===== config.mk =====
export PLATFORM = sky130hd
export DESIGN_NAME = da_bitslice_gen
export DESIGN_NICKNAME = d
export VERILOG_FILES = /design/src/rtl/da_bitslice_gen.sv
export SDC_FILE = /design/constraint.sdc
export NUM_CORES = 1
export LEC_CHECK = 0
export CAP_MARGIN = 30
export CELL_PAD_IN_SITES_DETAIL_PLACEMENT = 0
export CELL_PAD_IN_SITES_GLOBAL_PLACEMENT = 2
export CORE_ASPECT_RATIO = 1.75
export CORE_MARGIN = 1
export CORE_UTILIZATION = 34
export DETAILED_ROUTE_END_ITERATION = 6
export GPL_ROUTABILITY_DRIVEN = 0
export PLACE_DENSITY_LB_ADDON = 0.12
export SLEW_MARGIN = 20
export SYNTH_ARGS = -nofsm -noshare
export SYNTH_HDL_FRONTEND = slang
export SYNTH_SLANG_ARGS = --single-unit
export TNS_END_PERCENT = 10

===== constraint.sdc =====
create_clock -name clk -period 5.3 [get_ports clk]
set_clock_uncertainty 0.1 [all_clocks]
set_input_delay 0.795 -clock clk [delete_from_list [all_inputs] [get_ports clk]]
set_output_delay 0.795 -clock clk [all_outputs]
set_load 0.05 [all_outputs]

===== src/rtl/da_bitslice_gen.sv =====
// Bit-slice address generator for the DA convolution datapath: serializes a K-element
// activation vector LSB-first into offset-binary slices. Optional macro DA_GEN_PINGPONG_EN.
module da_bitslice_gen #(
    parameter int DATA_WIDTH_A = 16,
    parameter int K            = 9
) (
    input  logic                      clk,
    input  logic                      rst,
    input  logic                      in_valid,
    output logic                      in_ready,
    input  logic [K*DATA_WIDTH_A-1:0] A_in,
    input  logic                      stall,
    output logic                      A0,
    output logic [K-2:0]              addr_array,
    output logic                      gen_done,
    output logic [7:0]                t,
    output logic                      out_last,
    output logic                      busy
);

    localparam int         TW   = (DATA_WIDTH_A > 1) ? $clog2(DATA_WIDTH_A) : 1;
    localparam logic [7:0] LAST = 8'(DATA_WIDTH_A - 1);

    typedef enum logic {IDLE, SHIFT} state_e;

    state_e                  state_q, state_d;
    logic [7:0]              t_q, t_d;
    logic [DATA_WIDTH_A-1:0] aReg_q [K];
    logic [DATA_WIDTH_A-1:0] aReg_d [K];
    logic [DATA_WIDTH_A-1:0] inVec  [K];
    logic                    a0_q, a0_d;
    logic [K-2:0]            addr_q, addr_d;
    logic                    accept;

`ifdef DA_GEN_PINGPONG_EN
    logic                    bufFull_q, bufFull_d;
    logic [DATA_WIDTH_A-1:0] aBuf_q [K];
    logic [DATA_WIDTH_A-1:0] aBuf_d [K];

    assign in_ready = rst && !bufFull_q && !stall;
    assign busy     = (state_q == SHIFT) || bufFull_q;
`else
    assign in_ready = rst && (state_q == IDLE) && !stall;
    assign busy     = (state_q == SHIFT);
`endif

    assign accept     = in_valid && in_ready;
    assign gen_done   = (state_q == SHIFT);
    assign t          = t_q;
    assign out_last   = gen_done && (t_q == LAST);
    assign A0         = a0_q;
    assign addr_array = addr_q;

    always_comb begin
        for (int i = 0; i < K; i++) begin
            inVec[i] = A_in[i*DATA_WIDTH_A +: DATA_WIDTH_A];
        end
    end

    always_comb begin
        state_d = state_q;
        t_d     = t_q;
        aReg_d  = aReg_q;
`ifdef DA_GEN_PINGPONG_EN
        bufFull_d = bufFull_q;
        aBuf_d    = aBuf_q;
`endif
        if (!stall) begin
            case (state_q)
                IDLE: begin
                    if (accept) begin
                        aReg_d  = inVec;
                        state_d = SHIFT;
                        t_d     = '0;
                    end
                end
                SHIFT: begin
                    if (t_q != LAST) begin
                        t_d = t_q + 8'd1;
`ifdef DA_GEN_PINGPONG_EN
                        if (accept) begin
                            aBuf_d    = inVec;
                            bufFull_d = 1'b1;
                        end
`endif
                    end else begin
                        t_d = '0;
`ifdef DA_GEN_PINGPONG_EN
                        // Sign slice: hand over the buffered vector (or a fresh one) with no gap
                        if (bufFull_q) begin
                            aReg_d    = aBuf_q;
                            bufFull_d = accept;
                            if (accept) begin
                                aBuf_d = inVec;
                            end
                        end else if (accept) begin
                            aReg_d = inVec;
                        end else begin
                            state_d = IDLE;
                        end
`else
                        state_d = IDLE;
`endif
                    end
                end
                default: begin
                    state_d = IDLE;
                    t_d     = '0;
                end
            endcase
        end
    end

    // Slice outputs are registered from next-state values so they line up with t and gen_done
    always_comb begin
        logic [TW-1:0] sliceIdx;
        logic          b0;
        a0_d     = 1'b0;
        addr_d   = '0;
        sliceIdx = t_d[TW-1:0];
        b0       = aReg_d[0][sliceIdx];
        if (state_d == SHIFT) begin
            a0_d = (t_d == LAST) ? ~b0 : b0;
            for (int i = 1; i < K; i++) begin
                addr_d[i-1] = ~(aReg_d[i][sliceIdx] ^ b0);
            end
        end
    end

    always_ff @(posedge clk or negedge rst) begin
        if (!rst) begin
            state_q <= IDLE;
            t_q     <= '0;
            a0_q    <= 1'b0;
            addr_q  <= '0;
            for (int i = 0; i < K; i++) begin
                aReg_q[i] <= '0;
            end
        end else begin
            state_q <= state_d;
            t_q     <= t_d;
            a0_q    <= a0_d;
            addr_q  <= addr_d;
            aReg_q  <= aReg_d;
        end
    end

`ifdef DA_GEN_PINGPONG_EN
    always_ff @(posedge clk or negedge rst) begin
        if (!rst) begin
            bufFull_q <= 1'b0;
            for (int i = 0; i < K; i++) begin
                aBuf_q[i] <= '0;
            end
        end else begin
            bufFull_q <= bufFull_d;
            aBuf_q    <= aBuf_d;
        end
    end
`endif

endmodule


After elaboration in Yosys (flattened, before gate mapping)
Cells that the tools add are included.
Storage, ports and cells
  flip-flop bits (word level): 162
  output and inout bits: 21
  bits of input ports: 148
  logic and storage cells: 73
Cells by class
  multiplexer cells: 32
  magnitude comparators: 1
  equal/unequal tests: 3
  $add $sub $neg: 1
  bitwise gates (word level): 18
  reductions and logical operators: 5
Operator list (number)
  $mux 144: 3
  $bmux 1 s4: 9
  $mux 8: 4
  $eq 8x4->1 const B: 2
  $pmux 8 s2: 1
  $mux 1: 14
  $not 1->1: 10
  $add 8x1->8 const B: 1
  $ne 8x4->1 const B: 1
  $xor 1x1->1: 8
  $lt 4x5->1 const B: 1
  $logic_and 1x1->1: 4
  $pmux 1 s2: 1
  $logic_not 1->1: 1

Logic depth before layout (Yosys ltp)
Gate-level depths: netlist of the first run.
  word-level depth: 12
  mapped depth: 11
  mapped depth without buffers: 8

Least setup slack after synthesis of the first run
Ideal clock, no wire load.
  kind: input port to flip-flop
  from: in stall
  to: reg addr_q[0] (netlist: addr_array[0])
  required time: 5.070 ns
  data arrival time: 2.791 ns
  stages: 10
  setup slack: 2.279 ns
  setup time: 0.130 ns
  path buffers: 3
  cell sequence: buf_2 > nor4bb_1 > buf_2 > nor2_1 > a22oi_4 > buf_2 > mux4_2 > mux2_2 > xor2_1 > o22ai_1
On the way
  word-level cells in the longest chain between the ends: 11
  elaborated cells on any way between the ends: 19
  classes of those cells: mux: 14; bitwise: 2; reduce/logical: 3
Ends and longest elaborated chain
  start, declared: line 12  | input logic stall,
  $logic_not 1->1
  $logic_and 1x1->1: line 43  | assign in_ready = rst && (state_q == IDLE) && !stall;
  $logic_and 1x1->1: line 47  | assign accept = in_valid && in_ready;
  $mux 8 / $mux 144 (equally long branches): line 71  | if (accept) begin
  $pmux 8 s2 / $mux 144 (equally long branches): line 69  | case (state_q)
  $mux 8 / $mux 144 (equally long branches): line 68  | if (!stall) begin
  $bmux 1 s4, on equally long branches: line 125, 121
  $mux 1, on equally long branches: line 125, 121
  $xor 1x1->1: line 125  | addr_d[i-1] = ~(aReg_d[i][sliceIdx] ^ b0);
  $not 1->1: line 125
  $mux 8 (*): line 122  | if (state_d == SHIFT) begin
  named net addr_d[0]: line 32  | logic [K-2:0] addr_q, addr_d;
  end signal, assigned: line 143  | addr_q <= addr_d;
  end, declared: line 32
Mark *: on every way through the listed nets, which the timed path passes. The rest lies on a longest branch. The select of a mux whose other input is x is not followed.

Final worst setup path of the first run
  from: in stall
  to: reg addr_q[7] (netlist: addr_array[7])
The elaborated chain is that of the path after synthesis.

==> results of run 1 <==
through the flow:
step	util	std cells	power (mW)
2_1_floorplan	-	777	4.055
3_3_place_gp	0.4308	1202	4.727
3_5_place_dp	0.4321	1203	4.783
4_1_cts	0.4604	1235	6.107
5_1_grt	0.4607	1235	6.446
6_report	0.4607	1235	6.027
power breakdown:
group,switching (mW),internal [mW]
logic,1.50,1.23
clock network,0.525,0.775
registers,0.205,1.79
total,2.23,3.80
kinds of logic after synthesis:
family                   share of synthesized area
AO/OA/AOI/OAI                              0.01821
XOR/XNOR                                   0.01952
adder cells (fa/ha/maj)                   0.001640
multiplexers                                0.1443
buffers and inverters                      0.03870
flip-flops                                  0.5314
AND/OR/NAND/NOR                             0.2462
layer usage:
| layer | vias up | track usage |
|---|---|---|
| met1 | 2778 | 0.2207 |
| met4 | 0 | 0.06122 |
| met3 | 25 | 0.03328 |
| li1 | 2832 | - |
| met2 | 159 | 0.3373 |
| met5 | - | 0 |
sequential cells by signal (all words and copies together) (netlist names):
signal and cells:
busy 1, addr_array 8, t 8, aReg_q 144, A0 1
how the worst min path moves through the flow:
stage | start | to | slack [ns] | depth (start not counted)
final | rst | aReg_q[101] | 0.19 | 1
after global routing | rst | aReg_q[101] | 0.22 | 1
after CTS | rst | aReg_q[101] | 0.20 | 1
after detailed placement | aReg_q[34] | aReg_q[34] | 0.35 | 2
after global placement | aReg_q[89] | aReg_q[89] | 0.35 | 2
after floorplan | aReg_q[107] | aReg_q[107] | 0.33 | 2
placed cells by master (no fill, tap or decap), drive strengths merged, types with 4 or more instances in the layout:
cell and count:
buf 11, clkbuf 19, clkdlybuf4s50 167, clkinvlp 4, dfrtp 162, inv 6
mux2 18, mux4 36, nand2 440, nand3 7, nor2 5, o21ai 6
o22ai 8, xor2 16
layout make-up:
| cell class | count | share of cell area |
|---|---|---|
| multi-input combinational | 566 | 0.3271 |
| timing repair buffer | 178 | 0.1761 |
| clock inverter | 13 | 0.01686 |
| clock buffer | 19 | 0.04454 |
| inverter | 1 | 0.0003691 |
| tap | 296 | 0.03642 |
| sequential | 162 | 0.3987 |
==> flow_metrics.py, run 1 <==
metrics = {
    "setup_path": {
        "timing.critical_path.from_type": "primary input",
        "crit_start": "stall",
        "cp_num_buf_inv": 2,
        "critPathSlowestCell": "clkdlybuf4s50_1",
        "reg2regPathDepth": 7,
        "worstSetupPathType": "in -> reg",
        "cpPeakStageDelay_ns": 0.73,
        "cp_data_arrival_time_ns": 3.90,
        "critPathTopFamily": "buffers and inverters",
        "worstPathCellList": "clkdlybuf4s50_1 -> nand4bb_4 -> buf_4 -> nand3_1 -> o21ai_4 -> mux2_2 -> xor2_1 -> o22ai_1",
        "critical_path_depth": 8,
        "end_kind": "flop",
        "rr_endpoint": "addr_array[7]",
        "r2r_slack_ns": 2.12,
        "required_ns": 5.54,
        "regToRegStartpoint": "busy",
        "setup.worst_path.end": "addr_array[7]",
        "crit_path_max_fanout": 79,
    },
    "sta": {
        "worst_pin_slew_ns": 0.8051,
        "slew_headroom": 0.4632,
        "hold_violations": 0,
        "grt_setup_unrepaired": "no",
        "finalMaxSlewViolations": 0,
        "setup_viol": 0,
        "fin_ws_ns": 1.634,
        "setup_tns_ns": 0,
        "max_freq_mhz": 272.8,
        "timing.hold.ws_ns": 0.1855,
        "period_minus_slack_ns": 3.666,
        "min_period_over_period": 0.6917,
    },
    "synth": {
        "synth.top_cell.area_share": 0.5314,
        "synth-main-ff-cell": "dfrtp_1",
        "syn_nets": 926,
        "syn_area_per_cell_um2": 9.818,
        "async_flop_share": 1.000,
        "yosysSeqAreaShare": 0.5314,
        "synthTopCellsByCount": "nand2_1 (440), dfrtp_1 (162)",
        "yosysMostFrequentCell": "nand2_1",
        "synth_area_leaders": "dfrtp_1 (53%), nand2_1 (22%), mux4_1 (6.2%), mux4_2 (5.3%), mux2_2 (2.7%)",
        "synth_cells": 777,
        "syn-cell-area_mm2": 0.007629,
        "synth_top_area_cell": "dfrtp_1",
        "yosys_warnings": 0,
        "synth-edff-count": 0,
        "ys_types": 44,
        "ys_ff_latch": 162,
    },
    "floorplanning": {
        "die_w_um": 115.2,
        "die_y_um": 200.2,
        "core-area_mm2": 0.02207,
        "boundaryPins": 169,
        "std_cell_rows": 72,
        "start_util": 0.3456,
        "die-area_mm2": 0.02306,
    },
    "clock_network": {
        "h-tree-depth": 4,
        "clk_pin_slew_ns": 0.07,
        "clockBufferDepth": 2,
        "cts_tree": "yes",
        "clk_latency_ns": 0.43,
        "numCtsBuffers": 17,
        "cts_setup_buffers": 0,
        "cts_root_buffer": "clkbuf_16",
        "cts.sinks": 162,
        "hold_buffers": 0,
        "cts_resized": 0,
    },
    "global_route": {
        "grt_pass1_wl_um": 32750,
        "grt.overflow.total": 0,
        "antenna_found_initial": 0,
        "grt.total_usage": 0.1872,
        "grt_pass1_vias": 6226,
        "grt_start_max_net_pins": 145,
    },
    "cells_and_area": {
        "syn_to_final_growth_pct": 33.30,
        "drive_gt1_frac": 0.09585,
        "stdcell_area_mm2": 0.01017,
        "register_area_mm2": 0.004054,
        "nNetsFinal": 1075,
        "fill_cells": 2156,
        "diodes": 0,
        "multi_input_area_mm2": 0.003326,
    },
    "drt": {
        "drt-initial-drc-count": 298,
        "route.met3.wl_um": 796,
        "drtPass1Iterations": 4,
        "ant_nets": 0,
        "totalWireLength_um": 20340,
        "drt-vias-per-instance": 4.691,
        "wire_per_inst_um": 16.47,
        "met1_length_um": 8171,
        "drc": 0,
        "via_count": 5794,
        "dr_wl_met2_um": 11020,
        "highest_layer": "met4",
    },
    "pwr": {
        "leakage_nw": 4.937,
        "vdd_drop_max_mv": 0.2796,
        "power.density_cell_area_mw_per_mm2": 592.7,
    },
    "job": {
        "maxCapViolCount": 0,
    },
    "placement": {
        "io_buffers": 168,
        "place_ws_ns": 1.084,
        "postPlaceCellArea_mm2": 0.009537,
        "hpwl_um": 14810,
    },
    "hold_path": {
        "hp-class": "in -> async",
    },
    "run_status": {
        "status": "finished, final reports clean",
    },
}
(Power assumes the default switching activity.)
==> run 2: changes to the inputs <==
--- a/config.mk
+++ b/config.mk
@@ -10,7 +10,7 @@
 export CELL_PAD_IN_SITES_GLOBAL_PLACEMENT = 2
 export CORE_ASPECT_RATIO = 1.75
 export CORE_MARGIN = 1
-export CORE_UTILIZATION = 34
+export CORE_UTILIZATION = 28
 export DETAILED_ROUTE_END_ITERATION = 6
 export GPL_ROUTABILITY_DRIVEN = 0
 export PLACE_DENSITY_LB_ADDON = 0.12
==> constraint.sdc (replaced) <==
create_clock -name clk -period 3.1 [get_ports clk]
set_clock_uncertainty 0.1 [all_clocks]
set_input_delay 0.465 -clock clk [delete_from_list [all_inputs] [get_ports clk]]
set_output_delay 0.465 -clock clk [all_outputs]
set_load 0.05 [all_outputs]
==> run 2 against run 1 <==
- design area rose by 5.0%
- sequential power rose by 69%
- die area rose by 21%
- sequential share of layout area fell by 1.9 points
- worst hold slack improved by 0.14 ns
- total power rose by 81%
- largest cell class unchanged
- highest routed layer unchanged
==> flow_metrics.py, run 2 (synthesis results as in run 1) <==
metrics = {
    "global_route": {
        "grt.overflow.total": 0,
        "grt_pass1_wl_um": 36670,
        "grt_pass1_vias": 6661,
        "antenna_found_initial": 0,
        "grt.total_usage": 0.1776,
        "grt_start_max_net_pins": 65,
    },
    "cells_and_area": {
        "fill_cells": 2676,
        "syn_to_final_growth_pct": 40.02,
        "drive_gt1_frac": 0.1369,
        "largest_reg_flops": 144,
        "register_area_mm2": 0.004054,
        "top_register": "aReg_q",
        "mostFrequentLayoutCell": "nand2_1",
        "stdcell_area_mm2": 0.01068,
        "layout_common_cells": "nand2_1 (440), clkdlybuf4s50_1 (166), dfrtp_1 (162)",
        "finish.utilization": 0.4002,
        "multi_input_area_mm2": 0.003318,
        "nNetsFinal": 1122,
        "diodes": 0,
    },
    "floorplanning": {
        "std_cell_rows": 79,
        "start_util": 0.2858,
        "boundaryPins": 169,
        "core-area_mm2": 0.02669,
        "die_y_um": 220.4,
        "die_w_um": 126.8,
        "die-area_mm2": 0.02794,
    },
    "clock_network": {
        "clk_latency_ns": 0.43,
        "clk_pin_slew_ns": 0.06,
        "numCtsBuffers": 17,
        "cts.sinks": 162,
        "cts_tree": "yes",
        "clockBufferDepth": 2,
        "cts_setup_buffers": 0,
        "cts_root_buffer": "clkbuf_16",
        "h-tree-depth": 4,
    },
    "pwr": {
        "leakage_nw": 5.233,
        "vdd_drop_max_mv": 0.3544,
        "power.density_cell_area_mw_per_mm2": 1022,
    },
    "sta": {
        "min_period_over_period": 0.9635,
        "worst_pin_slew_ns": 0.8370,
        "timing.hold.ws_ns": 0.3258,
        "finalMaxSlewViolations": 0,
        "grt_setup_unrepaired": "no",
        "period_minus_slack_ns": 2.987,
        "hold_violations": 0,
        "setup_tns_ns": 0,
        "slew_headroom": 0.4420,
        "max_freq_mhz": 334.8,
        "setup_viol": 0,
    },
    "setup_path": {
        "timing.critical_path.from_type": "primary input",
        "r2r_slack_ns": 0.17,
        "crit_path_max_fanout": 28,
        "end_kind": "flop",
        "reg2regPathDepth": 10,
        "cp_num_buf_inv": 4,
        "worstPathCellList": "dlygate4sd3_1 -> buf_6 -> nor4bb_4 -> buf_4 -> buf_4 -> nand2_1 -> nand2_1 -> mux4_1 -> mux2_2 -> xor2_1 -> o22ai_1",
        "required_ns": 3.34,
        "critPathTopFamily": "buffers and inverters",
        "rr_endpoint": "addr_array[5]",
        "cpPeakStageDelay_ns": 0.57,
        "regToRegStartpoint": "t[1]",
        "critPathSlowestCell": "mux4_1",
        "worstSetupPathType": "in -> reg",
        "cp_data_arrival_time_ns": 3.23,
    },
    "drt": {
        "via_count": 6024,
        "drt-initial-drc-count": 304,
        "drc": 0,
        "totalWireLength_um": 23460,
        "drt-vias-per-instance": 4.598,
        "drtPass1Iterations": 4,
        "ant_nets": 0,
        "wire_per_inst_um": 17.91,
    },
    "placement": {
        "hpwl_um": 18410,
        "io_buffers": 168,
        "postPlaceCellArea_mm2": 0.01002,
    },
    "run_status": {
        "status": "finished, final reports clean",
    },
    "hold_path": {
        "hp-class": "in -> async",
    },
    "job": {
        "maxCapViolCount": 0,
    },
}
-- run 2: worst max path at each step --
stage               start             to  slack (ns)  depth (start not counted)
global route          rst  addr_array[5]        0.03                         11
CTS                   rst  addr_array[5]        0.13                         11
finish                rst  addr_array[5]        0.11                         11
floorplan            t[0]  addr_array[5]        0.15                         10
detailed placement  stall  addr_array[5]       -0.26                         10
global placement    stall  addr_array[5]       -0.23                         10
-- run 2: per-layer routing --
layer,vias to the layer above,global-route usage,part of all wire,routed length [µm]
li1,2921,-,-,-
met1,2911,0.1821,0.37,8666
met2,162,0.3514,0.57,13320
met3,30,0.03288,0.038,880
met4,0,0.06905,0.025,597
met5,-,0,0,0
-- run 2: cell type report --
class	instances	area share
timing repair buffer	225	0.2106
sequential	162	0.3795
clock buffer	19	0.04147
inverter	1	0.0003514
clock inverter	13	0.01944
tap	324	0.03795
multi-input combinational	566	0.3106
-- run 2: stage by stage --
stage	worst slack (ns)	power (mW)	instances
after global routing	0.03294	11.66	1310
after floorplan	0.1513	6.933	777
final	0.1132	10.92	1310
after CTS	0.1307	11.10	1310
after detailed placement	-0.2566	8.702	1277
after global placement	-0.2300	8.645	1277
-- run 2: report_power, final --
| part | internal, mW | switching (mW) |
|---|---|---|
| Clock | 1.45 | 0.877 |
| Combinational | 2.44 | 2.76 |
| Sequential | 3.07 | 0.325 |
| Total | 6.96 | 3.96 |
-- run 2: worst register-to-register path: cells and delay by family (launching register included) --
kind | cells | cell delay, ns
AND/OR/NAND/NOR | 2 | 0.19
flip-flops | 1 | 0.46
multiplexers | 2 | 0.92
adder cells (fa/ha/maj) | 1 | 0.27
buffers and inverters | 2 | 0.40
XOR/XNOR | 1 | 0.14
AO/OA/AOI/OAI | 2 | 0.37
-- run 2: timing repair --
action | 4_1_cts | 5_1_grt
hold buffers | 1 | 0
gates resized for setup | 1 | 0
endpoints found under the setup margin | 1 | 0
hold endpoints to repair | 9 | 0
==> run 3: changes to the inputs <==
--- a/config.mk
+++ b/config.mk
@@ -14,7 +14,7 @@
 export DETAILED_ROUTE_END_ITERATION = 6
 export GPL_ROUTABILITY_DRIVEN = 0
 export PLACE_DENSITY_LB_ADDON = 0.12
-export SLEW_MARGIN = 20
+export SLEW_MARGIN = 15
 export SYNTH_ARGS = -nofsm -noshare
 export SYNTH_HDL_FRONTEND = slang
 export SYNTH_SLANG_ARGS = --single-unit
==> results of run 3 <==
The final DEF is identical to that of run 2; final timing and power are the same.
